`src/rtl/timer_8b_down.sv`:
```
// Loadable down-counting timer with one-shot and auto-reload modes.
// Counts to zero, pulses underflow, then reloads (mode 1) or parks in DONE (mode 0).
module timer_8b_down #(
  parameter int WIDTH = 8
) (
  input  logic             clk,
  input  logic             rst,
  input  logic             load,
  input  logic [WIDTH-1:0] load_val,
  input  logic             start,
  input  logic             stop,
  input  logic             mode,
  output logic [WIDTH-1:0] count,
  output logic             underflow,
  output logic             busy,
  output logic             done
);

  localparam logic [1:0] IDLE = 2'd0;
  localparam logic [1:0] RUN  = 2'd1;
  localparam logic [1:0] DONE = 2'd2;

  logic [1:0]       state;
  logic [WIDTH-1:0] reload;

  always_ff @(posedge clk) begin
    if (rst) begin
      state     <= IDLE;
      count     <= '0;
      reload    <= '0;
      underflow <= 1'b0;
    end else begin
      underflow <= 1'b0;
      if (load) begin
        reload <= load_val;
        count  <= load_val;
        state  <= IDLE;
      end else if (stop && state == RUN) begin
        state <= IDLE;
      end else if (start && state != RUN) begin
        // Restarting after a one-shot expiry begins a fresh period.
        if (state == DONE) begin
          count <= reload;
        end
        state <= RUN;
      end else if (state == RUN) begin
        if (count != '0) begin
          count <= count - 1'b1;
        end else begin
          underflow <= 1'b1;
          if (mode) begin
            count <= reload;
          end else begin
            state <= DONE;
          end
        end
      end
    end
  end

  assign busy = (state == RUN);
  assign done = (state == DONE);

endmodule
```
`config.mk`:
```
export PLATFORM = sky130hd
export DESIGN_NAME = timer_8b_down
export DESIGN_NICKNAME = d
export VERILOG_FILES = /design/src/rtl/timer_8b_down.sv
export SDC_FILE = /design/constraint.sdc
export NUM_CORES = 1
export LEC_CHECK = 0
export ABC_CLOCK_PERIOD_IN_PS = 3200
export BUFFER_PORTS_ARGS = -buffer_cell sky130_fd_sc_hd__clkbuf_2
export CAP_MARGIN = 20
export CORE_MARGIN = 1
export CORE_UTILIZATION = 40
export DETAILED_ROUTE_END_ITERATION = 10
export PLACE_DENSITY = 0.62
export SLEW_MARGIN = 20
export SYNTH_ARGS = -nofsm -noshare
export SYNTH_HDL_FRONTEND = slang
export SYNTH_SLANG_ARGS = --single-unit
```
`constraint.sdc`:
```
create_clock -name clk -period 3.2 [get_ports clk]
set_clock_uncertainty 0.15 [all_clocks]
set_input_delay 0.64 -clock clk [delete_from_list [all_inputs] [get_ports clk]]
set_output_delay 0.64 -clock clk [all_outputs]
set_load 0.01 [all_outputs]
```
==> summary by stage, run 1 <==
Clocking
The setup fix buffers added after clock tree synthesis is 0. The insertion delay to the later sink of the worst-skew pair is approximately 0.3 ns. The count of instances resized after the clock tree is built is 0. The maximum clock insertion buffer count is 2.

The tree is rooted in a sky130_fd_sc_hd__clkbuf_4. The TritonCTS clock tree is built. Clock tree synthesis inserted a total of 3 buffers. The count of hold-fix buffers inserted at cts is 0. The clock edge transition at the registers on the reported setup and hold paths is ~0.10 ns. CTS saw 19 sinks. In this run the number of H-tree levels came out at 1.

Layout
For this run, the post-layout net count is about 170. The sequential cells in the finished layout cover a total of 380.4 um2. The number of filler instances in the final layout is 254.

0 antenna diodes ended up in the layout. The final cell count without fillers is 180. The area growth from synthesis to layout is 12.67%. The share of cells above drive strength 1 is 0.2333. In the final layout, the multi-input gates occupy 636.9 um2.

Worst hold path
The number of cells traversed by the worst hold path is 2. The start point of the worst hold path is reload[0]$_SDFFE_PP0P_. In this run the worst hold path is classified as flop to flop. The end point of the worst hold path is reload[0]$_SDFFE_PP0P_.

Floorplan
In this run the core area contains 18 standard-cell rows. Measured along the y axis, the die boundary spans 54.35 um. The number of ports placed on the die boundary is 25. The core outline area is ~2500 um2. The die covers 2953 um2. The starting utilization of the core area is 0.4345. The width of the die is 54.35 um.

Global route
The total routing resource utilization after global routing is 0.2197. The via count of the first global-routing pass is 957. The total congestion overflow after global routing is 0. The initial antenna violation count was 0. The global-route layer with the greatest usage is met2.

The pin count of the biggest net entering global routing is 17. For met1 alone, demand over resource in global routing was 0.2933. The wire length of the first global-routing pass is 4540 um. The routing usage on met2 is 0.3455. The met3 track utilization from global routing is 0.03333.

Power and ir drop
The static leakage is 0.5055 nW. IR analysis of the VDD net gives a maximum drop of 218.4 uV. The power density of the placed cells is 441.3 nW/um2.

Logic synthesis
The synthesized design contains 19 register bits. The yosys synthesis warning count is 0. The area of the mapped netlist is between 1000 and 1500 um2. Synthesis handed over a netlist of about 130 instances.

Yosys mapped the design onto 45 distinct sky130hd cell types. The fraction of registers with async set or reset after synthesis is 0. For this run, the register share of the synthesized area comes to 0.3470.

In this run the mean area of a mapped cell was 8.367 um2. The synthesized netlist net count is between 100 and 150. The synthesized design contains 0 enable-type register cells. The most used flip-flop cell after synthesis is sky130_fd_sc_hd__dfxtp_1.

Run status
The run finished with clean final reports.

Setup path
The register-to-register setup slack is 0.85 ns. The maximum fanout along the worst path is 9. Data on the critical path arrives at its endpoint at about 2.4 ns. The most critical setup path has its startpoint at count[0]$_SDFFE_PP0P_. The number of cell instances on the worst register-to-register path is 6. The capturing point of the worst reg2reg path is count[7]$_SDFFE_PP0P_.

The startpoint of the worst-slack reg-to-reg timing path is count[0]$_SDFFE_PP0P_. The type of the worst setup path is flop to flop. For the worst setup path, the data required time is between 3 and 4 ns. STA classifies the critical path startpoint as a flop. The worst setup path is captured at a flop.

Drt
The final layout contains routed wiring with a total length of around 2800 um. The DRC marker count from the first detailed-route iteration is 31. The detailed-route DRC error count is 0.

In the final routed layout, each cell accounts on average for around 16 um. For this run, the detailed router's first-pass iteration total came to 4. After detailed routing, the number of vias per cell comes to 5.889. The via count of the routed design is 1060. The detail route stage leaves a number of antenna-violating nets equal to 0.

STA
Setup violations remaining at the end of the flow were counted as 0. The headroom to the max-slew limit is 0.6630. The sum of negative setup slack is 0 ns. The highest attainable clock frequency is 426.3 MHz. For the pin with the worst max-slew slack, the measured transition is 0.5052 ns. The final critical-path share of the clock period is 0.7330. The final hold violation count is 0. The count of final max-slew check failures came to 0. Setup repair after global routing left no endpoint under its margin.

For the finished layout, the period the worst path requires is 2.346 ns.

Placement
During placement, the flow inserted port buffers numbering 24. The placer's final routability congestion estimate is 0.8995. Summed over all nets, the half-perimeter wirelength after detailed placement is 2068 um.

Counting tap cells, the placed design contains a total of between 150 and 200 instances.

Flow run
The count of maximum capacitance violations is 0.
==> cells by family after synthesis <==
group,share of synthesized area
fa+ha+maj,0.02283
compound gates,0.2957
simple gates,0.2283
xor+xnor,0.01598
mux,0.01827
flops,0.3470
buf+inv,0.07191
==> report_power, final <==
part	leakage, nW	internal [mW]	total [mW]	switching (mW)
Combinational	0.334	0.0637	0.145	0.0815
Sequential	0.157	0.252	0.276	0.0244
Clock	0.0150	0.0486	0.123	0.0747
Total	0.505	0.364	0.545	0.181
==> Yosys cell counts (2+ instances only) <==
library cell / n / share of area
sky130_fd_sc_hd__nor2_1: 5 / 0.017
sky130_fd_sc_hd__o221ai_1: 2 / 0.016
sky130_fd_sc_hd__a21oi_1: 16 / 0.073
sky130_fd_sc_hd__a32oi_1: 3 / 0.024
sky130_fd_sc_hd__or3_1: 3 / 0.017
sky130_fd_sc_hd__clkbuf_1: 5 / 0.017
sky130_fd_sc_hd__inv_1: 8 / 0.027
sky130_fd_sc_hd__dfxtp_1: 19 / 0.35
sky130_fd_sc_hd__xor2_1: 2 / 0.016
sky130_fd_sc_hd__mux2i_1: 2 / 0.018
sky130_fd_sc_hd__nor2b_1: 2 / 0.011
sky130_fd_sc_hd__o211ai_1: 3 / 0.021
sky130_fd_sc_hd__nand3_1: 2 / 0.0091
sky130_fd_sc_hd__buf_2: 3 / 0.014
sky130_fd_sc_hd__a311oi_1: 6 / 0.048
sky130_fd_sc_hd__nand2_1: 15 / 0.051
sky130_fd_sc_hd__nor3b_1: 4 / 0.027
sky130_fd_sc_hd__nor4_1: 3 / 0.017
sky130_fd_sc_hd__ha_1: 2 / 0.023
==> final cells by class <==
class                   instances  area share
inverters                       9     0.02736
flip-flops and latches         19      0.3080
multi-input cells              94      0.5157
clock buffers                   4     0.02128
repair buffers                 24     0.09726
well taps                      30     0.03040
==> metal layers <==
metal | up-vias | part of all wire
li1 | 533 | -
met1 | 492 | 0.47
met5 | - | 0
met2 | 30 | 0.47
met3 | 5 | 0.046
met4 | 0 | 0.017
==> worst max path at each step <==
stage | to | slack, ns | depth (start not counted)
floorplan | count[2]$_SDFFE_PP0P_ | 1.17 | 7
global placement | count[2]$_SDFFE_PP0P_ | 0.96 | 6
detailed placement | count[2]$_SDFFE_PP0P_ | 0.92 | 5
CTS | count[2]$_SDFFE_PP0P_ | 0.90 | 6
global route | count[6]$_SDFFE_PP0P_ | 0.69 | 6
finish | count[7]$_SDFFE_PP0P_ | 0.85 | 6
==> placed cells by master, fill, tap and decap left out, drive strengths merged <==
cell    instances
o21ai           2
and2            2
a311o           1
clkbuf         28
nor3b           4
a311oi          7
o221a           1
nand3           2
nor4            4
inv             9
nor4b           1
a31oi           1
nor3            1
nor2            5
nand2b          1
a221o           1
a32oi           3
nand2          15
o211ai          3
xor2            2
o21a            1
nor2b           2
o31ai           1
a21oi          16
mux2i           2
a32o            1
o221ai          2
or3b            1
dfxtp          19
or3             3
o311ai          1
ha              2
a21boi          1
nand4           1
or4             2
o22ai           1
a22oi           1
==> critical path: stages (launching register included) <==
cell and delay [ns]:
sky130_fd_sc_hd__dfxtp_1 0.39, sky130_fd_sc_hd__inv_1 0.10, sky130_fd_sc_hd__ha_1 0.21, sky130_fd_sc_hd__nor3b_1 0.37, sky130_fd_sc_hd__nand4_2 0.28, sky130_fd_sc_hd__and2_0 0.42
sky130_fd_sc_hd__a311oi_1 0.33
==> registers in the layout, summed over array words and instances, names as in the netlist <==
signal and cells:
underflow 1, state 2, count 8, reload 8
==> metrics by stage <==
| stage | area [um2] | utilization | total power, mW | setup slack [ns] | hold slack (ns) |
|---|---|---|---|---|---|
| 2_1_floorplan | 1096 | - | 0.3844 | 1.168 | 0.2821 |
| 3_3_place_gp | 1209 | 0.4792 | 0.4246 | 0.9566 | 0.2952 |
| 3_5_place_dp | 1209 | 0.4792 | 0.4257 | 0.9157 | 0.3087 |
| 4_1_cts | 1235 | 0.4896 | 0.5515 | 0.8975 | 0.3245 |
| 5_1_grt | 1235 | 0.4896 | 0.5795 | 0.6883 | 0.3461 |
| 6_report | 1235 | 0.4896 | 0.5450 | 0.8544 | 0.3174 |
No activity file was read; power rests on OpenSTA's default activity.
==> run 2: changes to the inputs <==
--- a/config.mk
+++ b/config.mk
@@ -5,13 +5,13 @@
 export SDC_FILE = /design/constraint.sdc
 export NUM_CORES = 1
 export LEC_CHECK = 0
-export ABC_CLOCK_PERIOD_IN_PS = 3200
+export ABC_CLOCK_PERIOD_IN_PS = 2100
 export BUFFER_PORTS_ARGS = -buffer_cell sky130_fd_sc_hd__clkbuf_2
 export CAP_MARGIN = 20
 export CORE_MARGIN = 1
 export CORE_UTILIZATION = 40
 export DETAILED_ROUTE_END_ITERATION = 10
-export PLACE_DENSITY = 0.62
+export PLACE_DENSITY = 0.64
 export SLEW_MARGIN = 20
 export SYNTH_ARGS = -nofsm -noshare
 export SYNTH_HDL_FRONTEND = slang
==> constraint.sdc (replaced) <==
create_clock -name clk -period 2.1 [get_ports clk]
set_clock_uncertainty 0.15 [all_clocks]
set_input_delay 0.42 -clock clk [delete_from_list [all_inputs] [get_ports clk]]
set_output_delay 0.42 -clock clk [all_outputs]
set_load 0.01 [all_outputs]
==> summary by stage, run 2 (synthesized netlist as in run 1, its figures left out) <==
Global route
The pin count of the biggest net entering global routing is 14 (-3). The via count of the first global-routing pass was 996 (+4.1%). The wire length of the first global-routing pass is 4581 um (+0.90%). The total congestion overflow after global routing is 0 (unchanged). The total routing resource utilization after global routing is 0.2236 (+0.003908). The initial antenna violation count came to 0 (unchanged).

Layout
The number of antenna cells inserted is 0 (unchanged). The number of nets at the end of the flow came to 180 (+7.8%). The number of filler instances in the final layout came to 250 (-1.6%). The multi-input combinational cell area is 645.6 um2 (+1.4%). Leaving out fill and tap cells, the most frequent cell in the layout is sky130_fd_sc_hd__clkbuf_2. The top cell types in the final layout, fill and taps aside, are 24 x sky130_fd_sc_hd__clkbuf_2, 17 x sky130_fd_sc_hd__dfxtp_1, 16 x sky130_fd_sc_hd__a21oi_1. The sequential cell area is 382.9 um2 (+0.66%). The post-route cell area is 1345 um2 (+8.9%). The share of cells above drive strength 1 was 0.3252 (+0.09182). Compared with the post-synthesis result, the final layout area differs by 22.72%.

The largest registers in the layout are count: 8 flops, reload: 8 flops, state: 2 flops.

Drt
The post-detailed-route via-to-cell ratio is 5.813 (-1.3%). The average detailed-routed wire length per instance came to 15.40 um (-2.6%). The DRC marker count from the first detailed-route iteration is 30 (-3.2%). The detailed-routed wire length on met2 came to 1382 um (+3.6%).

The via count of the routed design is 1122 (+5.8%). The first-pass detailed-route iteration total is 4 (unchanged). The detailed-route DRC error count is 0 (unchanged). The met1 layer wirelength in the final routing is 1454 um (+9.2%).

The highest metal layer with signal wires is met4. The total wire length after detailed routing is 2972 um (+4.5%). The met3 wire length came to 126 um (-3.1%). The number of antenna-violating nets in the routed design came to 0 (unchanged).

STA
The headroom to the max-slew limit is 0.6567 (-0.006302). Setup repair after global routing left no endpoint under its margin. The final worst-path setup slack is 0.1041 ns (-0.7503 ns). The sum of negative setup slack is 0 ns (unchanged). The actual transition at the worst max-transition pin was 0.5078 ns (+0.002586 ns). The count of final max-slew check failures is 0 (unchanged). The final number of setup-violating endpoints is 0 (unchanged).

The final hold violation count is 0 (unchanged). The final critical-path share of the clock period is 0.9504 (+0.2174). The highest attainable clock frequency is 501.0 MHz (+18%). The time the worst path needs with I/O delays and setup was 1.996 ns (-0.3497 ns). The worst hold slack was 0.2134 ns (-0.1040 ns).

Worst hold path
The type of the most critical hold path is input port to flop.

Floorplan
The core outline area is 2522 um2 (unchanged). The die extent in y came to 54.35 um (unchanged). The die footprint was 2953 um2 (unchanged). The number of rows created at floorplan is 18 (unchanged). The number of ports placed on the die boundary is 25 (unchanged). The width of the die is 54.35 um (unchanged). The starting utilization of the core area came to 0.4345 (unchanged).

Clocking
TritonCTS built the clock tree. The clock edge transition at the registers on the reported setup and hold paths is 0.11 ns (about the same). The insertion delay to the later sink of the worst-skew pair is 0.30 ns (about the same).

The clock root buffer is sky130_fd_sc_hd__clkbuf_4. The total number of H-tree levels is 1 (unchanged). The count of instances resized after the clock tree is built is 0 (unchanged).

The maximum clock insertion buffer count is 2 (unchanged). The count of clock tree sinks was 19 (unchanged). The clock buffer count from CTS is 3 (unchanged). The count of hold-fix buffers inserted at cts is 0 (unchanged). The setup fix buffers added after clock tree synthesis is 0 (unchanged).

Setup path
STA classifies the critical path endpoint as a flop. The worst path required time is 2.18 ns (-1.07 ns). The register-to-register setup slack is 0.10 ns (-0.75 ns).

The startpoint class of the critical path is a flop. The maximum fanout along the worst path was 5 (-4). The critical path arrival is 2.08 ns (-0.32 ns).

The type of the worst setup path is flop to flop.

Placement
The placer's final routability congestion estimate came to 0.9162 (+1.9%). The worst setup slack before clock tree synthesis is 0.05220 ns (-0.8635 ns). The number of port buffers is 24 (unchanged). The total placed instance area came to 1306 um2 (+8.1%).

The detailed-placement wirelength estimate is 2257 um (+9.2%).

Power and ir drop
The peak supply drop came to 439.0 uV (+100%). The power density of the placed cells is 649.8 nW/um2 (+47%). The total power draw is 0.8741 mW (+60%). The static leakage is 0.5724 nW (+13%).

Flow run
The count of maximum capacitance violations is 0 (unchanged).

Run status
The flow ran to the end, and the final reports show no timing, DRC or antenna violations.
-- run 2: per-stage QoR --
step / util / cells
2_1_floorplan: - / 131
3_3_place_gp: 0.5179 / 189
3_5_place_dp: 0.5179 / 189
4_1_cts: 0.5288 / 193
5_1_grt: 0.5332 / 193
6_report: 0.5332 / 193
-- run 2: report_power, final --
part	total (mW)	switching, mW	internal (mW)	leakage, nW
registers	0.416	0.0310	0.385	0.157
clock network	0.192	0.121	0.0712	0.0177
logic	0.266	0.139	0.128	0.397
total	0.874	0.290	0.584	0.572
-- run 2: layout make-up --
| class | count | share of cell area |
|---|---|---|
| clock buffer | 3 | 0.01674 |
| clock inverter | 1 | 0.003721 |
| inverter | 9 | 0.02512 |
| multi-input combinational | 94 | 0.4800 |
| sequential | 19 | 0.2847 |
| tap | 30 | 0.02791 |
| timing repair buffer | 37 | 0.1619 |
-- run 2: worst max-delay path, cell delays in order (launching register included) --
cell and delay [ns]:
sky130_fd_sc_hd__dfxtp_2 0.36, sky130_fd_sc_hd__or4_4 0.54, sky130_fd_sc_hd__or3_1 0.32, sky130_fd_sc_hd__a311o_1 0.33, sky130_fd_sc_hd__a311oi_2 0.22
-- run 2: final timing paths --
check | from | to | cells after the start
worst max-delay path | count[0]$_SDFFE_PP0P_ | count[5]$_SDFFE_PP0P_ | 4
worst max register to register | count[0]$_SDFFE_PP0P_ | count[5]$_SDFFE_PP0P_ | 4
worst min register to register | state[1]$_SDFFE_PP0P_ | state[1]$_SDFFE_PP0P_ | 2
worst min-delay path | load_val[6] | reload[6]$_SDFFE_PP0P_ | 3
-- run 2: per-layer routing --
layer	up-vias	GRT usage
met3	2	0.05833
met1	537	0.2962
met2	27	0.3659
li1	556	-
met4	0	0.03846
met5	-	0
==> run 3: changes to the inputs <==
--- a/config.mk
+++ b/config.mk
@@ -5,13 +5,14 @@
 export SDC_FILE = /design/constraint.sdc
 export NUM_CORES = 1
 export LEC_CHECK = 0
-export ABC_CLOCK_PERIOD_IN_PS = 2100
+export ABC_CLOCK_PERIOD_IN_PS = 2200
 export BUFFER_PORTS_ARGS = -buffer_cell sky130_fd_sc_hd__clkbuf_2
 export CAP_MARGIN = 20
 export CORE_MARGIN = 1
 export CORE_UTILIZATION = 40
 export DETAILED_ROUTE_END_ITERATION = 10
-export PLACE_DENSITY = 0.64
+export PLACE_DENSITY = 0.62
+export RECOVER_POWER = 100
 export SLEW_MARGIN = 20
 export SYNTH_ARGS = -nofsm -noshare
 export SYNTH_HDL_FRONTEND = slang
==> constraint.sdc (replaced) <==
create_clock -name clk -period 2.2 [get_ports clk]
set_clock_uncertainty 0.15 [all_clocks]
set_input_delay 0.44 -clock clk [delete_from_list [all_inputs] [get_ports clk]]
set_output_delay 0.44 -clock clk [all_outputs]
set_load 0.01 [all_outputs]
==> summary by stage, run 3 (synthesized netlist as in run 1, its figures left out) <==
Run status
The run finished with clean final reports.

Layout
The number of filler instances in the final layout is 260 (+4.0%). The post-route cell area is 1306 um2 (-2.9%). The number of antenna cells inserted came to 0 (unchanged). The final cell count without fillers is 190 (-1.6%).

The area growth from synthesis to layout is 19.18%. The number of nets at the end of the flow is 177 (-1.7%). The largest registers in the layout are count: 8 flops, reload: 8 flops, state: 2 flops. The library cell used most frequently in the layout, excluding fill and tap cells, is sky130_fd_sc_hd__dfxtp_1. In the layout the commonest cells are 19 x sky130_fd_sc_hd__dfxtp_1, 17 x sky130_fd_sc_hd__clkbuf_2, 16 x sky130_fd_sc_hd__a21oi_1.

The share of cells above drive strength 1 is 0.2125 (-0.1127).

Clocking
The clock edge transition at the registers on the reported setup and hold paths came to 0.11 ns (about the same). The clock root buffer is sky130_fd_sc_hd__clkbuf_4. The count of hold-fix buffers inserted at cts is 0 (unchanged). The insertion delay to the later sink of the worst-skew pair came to 0.30 ns (about the same). TritonCTS built the clock tree. The total number of H-tree levels was 1 (unchanged). The count of clock tree sinks was 19 (unchanged).

The maximum clock insertion buffer count is 2 (unchanged). The clock buffer count from CTS is 3 (unchanged).

STA
The final worst-path setup slack is 0.1620 ns (+0.05790 ns). The sum of negative setup slack is 0 ns (unchanged). The worst hold slack came to 0.2394 ns (+0.02601 ns). The final critical-path share of the clock period is 0.9264 (-0.02407).

The headroom to the max-slew limit is 0.6692 (+0.01252). The time the worst path needs with I/O delays and setup is 2.038 ns (+0.04210 ns). The count of final max-slew check failures is 0 (unchanged). The final hold violation count was 0 (unchanged). The actual transition at the worst max-transition pin is 0.4961 ns (-0.01162 ns). The final number of setup-violating endpoints is 0 (unchanged). Setup repair after global routing left no endpoint under its margin. The highest attainable clock frequency is 490.7 MHz (-2.1%).

Drt
The DRC marker count from the first detailed-route iteration came to 30 (unchanged). The number of antenna-violating nets in the routed design is 0 (unchanged). The first-pass detailed-route iteration total is 4 (unchanged). The via count of the routed design is 1102 (-1.8%).

The average detailed-routed wire length per instance came to 15.44 um (+0.28%). The detailed-route DRC error count is 0 (unchanged). The post-detailed-route via-to-cell ratio is 5.800 (-0.23%). The total wire length after detailed routing is 2934 um (-1.3%).

Floorplan
The number of rows created at floorplan was 18 (unchanged). The starting utilization of the core area is 0.4345 (unchanged). The core outline area is 2522 um2 (unchanged). The number of ports placed on the die boundary is 25 (unchanged). The die footprint is 2953 um2 (unchanged). The width of the die came to 54.35 um (unchanged).

The die extent in y is 54.35 um (unchanged).

Setup path
On the critical path, the stage with the largest delay is an instance of sky130_fd_sc_hd__or4_1. The type of the worst setup path is flop to flop. Walking the worst path, the cells encountered are or4_1, o22ai_4, clkbuf_2, a31oi_1, a311oi_1. The kind of capture point of the worst setup path is a flop. The startpoint of the worst-slack reg-to-reg timing path is count[5]$_SDFFE_PP0P_. The critical path arrival is 2.10 ns (+0.02 ns). The maximum fanout along the worst path is 7 (+2). The worst path required time came to 2.26 ns (+0.08 ns). The startpoint class of the critical path is a flop.

The delay of the slowest cell on the worst path is 0.68 ns (+0.14 ns). The kind of cell adding the most delay to the critical path is simple AND/OR/NAND/NOR gates. The launch point of the worst path is count[5]$_SDFFE_PP0P_. The combined buffer and inverter count along the critical path was 1 (+1).

Placement
The worst setup slack before clock tree synthesis is 0.07932 ns (+0.02712 ns). The placer's final routability congestion estimate is 0.8601 (-6.1%). The total placed instance area is 1269 um2 (-2.9%). The detailed-placement wirelength estimate came to 2125 um (-5.8%). The cell count after placement is 184 (-2.6%). The number of port buffers came to 24 (unchanged).

Global route
The pin count of the biggest net entering global routing is 17 (+3). The initial antenna violation count is 0 (unchanged). The wire length of the first global-routing pass is 4636 um (+1.2%). The total congestion overflow after global routing is 0 (unchanged). The total routing resource utilization after global routing is 0.2222 (-0.001473). The via count of the first global-routing pass came to 1022 (+2.6%).

Power and ir drop
The static leakage came to 0.5184 nW (-9.4%). The peak supply drop was 409.1 uV (-6.8%). The power density of the placed cells is 626.6 nW/um2 (-3.6%).

Worst hold path
In this run the most critical hold path is launched from load_val[6]. The type of the most critical hold path is input port to flop.

Flow run
The count of maximum capacitance violations was 0 (unchanged).
run 3: cell count changes in the layout (fill, tap and decap cells not counted), moves of 2 or more:
cell                       delta
sky130_fd_sc_hd__dfxtp_2      -2
sky130_fd_sc_hd__buf_4        -8
sky130_fd_sc_hd__dfxtp_1      +2
sky130_fd_sc_hd__clkbuf_1    +13
sky130_fd_sc_hd__clkbuf_2     -7
run 3: report_power, final:
part           internal, mW  switching [mW]
Sequential            0.367          0.0317
Clock                0.0706           0.108
Combinational         0.109           0.132
run 3: final timing paths:
kind / cells after the start / endpoint / slack [ns]
setup / recovery: 5 / count[7]$_SDFFE_PP0P_ / 0.16
hold / removal: 3 / reload[6]$_SDFFE_PP0P_ / 0.24
setup reg to reg: 5 / count[7]$_SDFFE_PP0P_ / 0.16
hold reg to reg: 2 / reload[0]$_SDFFE_PP0P_ / 0.32
run 3: worst register-to-register path, stage by stage, from the launching register on:
cell and delay, ns:
sky130_fd_sc_hd__dfxtp_1 0.40, sky130_fd_sc_hd__or4_1 0.68, sky130_fd_sc_hd__o22ai_4 0.19, sky130_fd_sc_hd__clkbuf_2 0.18, sky130_fd_sc_hd__a31oi_1 0.09, sky130_fd_sc_hd__a311oi_1 0.26
run 3: layout make-up:
| type | count | area, um2 | share of cell area |
|---|---|---|---|
| multi-input cells | 94 | 660.6 | 0.5057 |
| flip-flops and latches | 19 | 380.4 | 0.2912 |
| well taps | 30 | 37.54 | 0.02874 |
| repair buffers | 34 | 167.7 | 0.1284 |
| inverters | 9 | 33.78 | 0.02586 |
| clock buffers | 4 | 26.28 | 0.02011 |
run 3: timing repair:
action	4_1_cts	5_1_grt
gates resized for setup	0	6
buffers inserted	0	2
endpoints found under the setup margin	0	9
run 3: metrics by stage:
step,power [mW],utilization
6_report,0.8185,0.5179
5_1_grt,0.8690,0.5179
4_1_cts,0.8080,0.5134
3_5_place_dp,0.6309,0.5030
3_3_place_gp,0.6286,0.5030
2_1_floorplan,0.5591,-
run 3: routing by layer:
metal / global-route usage / share of wire / vias up
met2: 0.3679 / 0.47 / 28
met1: 0.2821 / 0.48 / 515
met3: 0.02778 / 0.043 / 2
met4: 0.1068 / 0.0051 / 0
li1: - / - / 557
met5: 0 / 0 / -
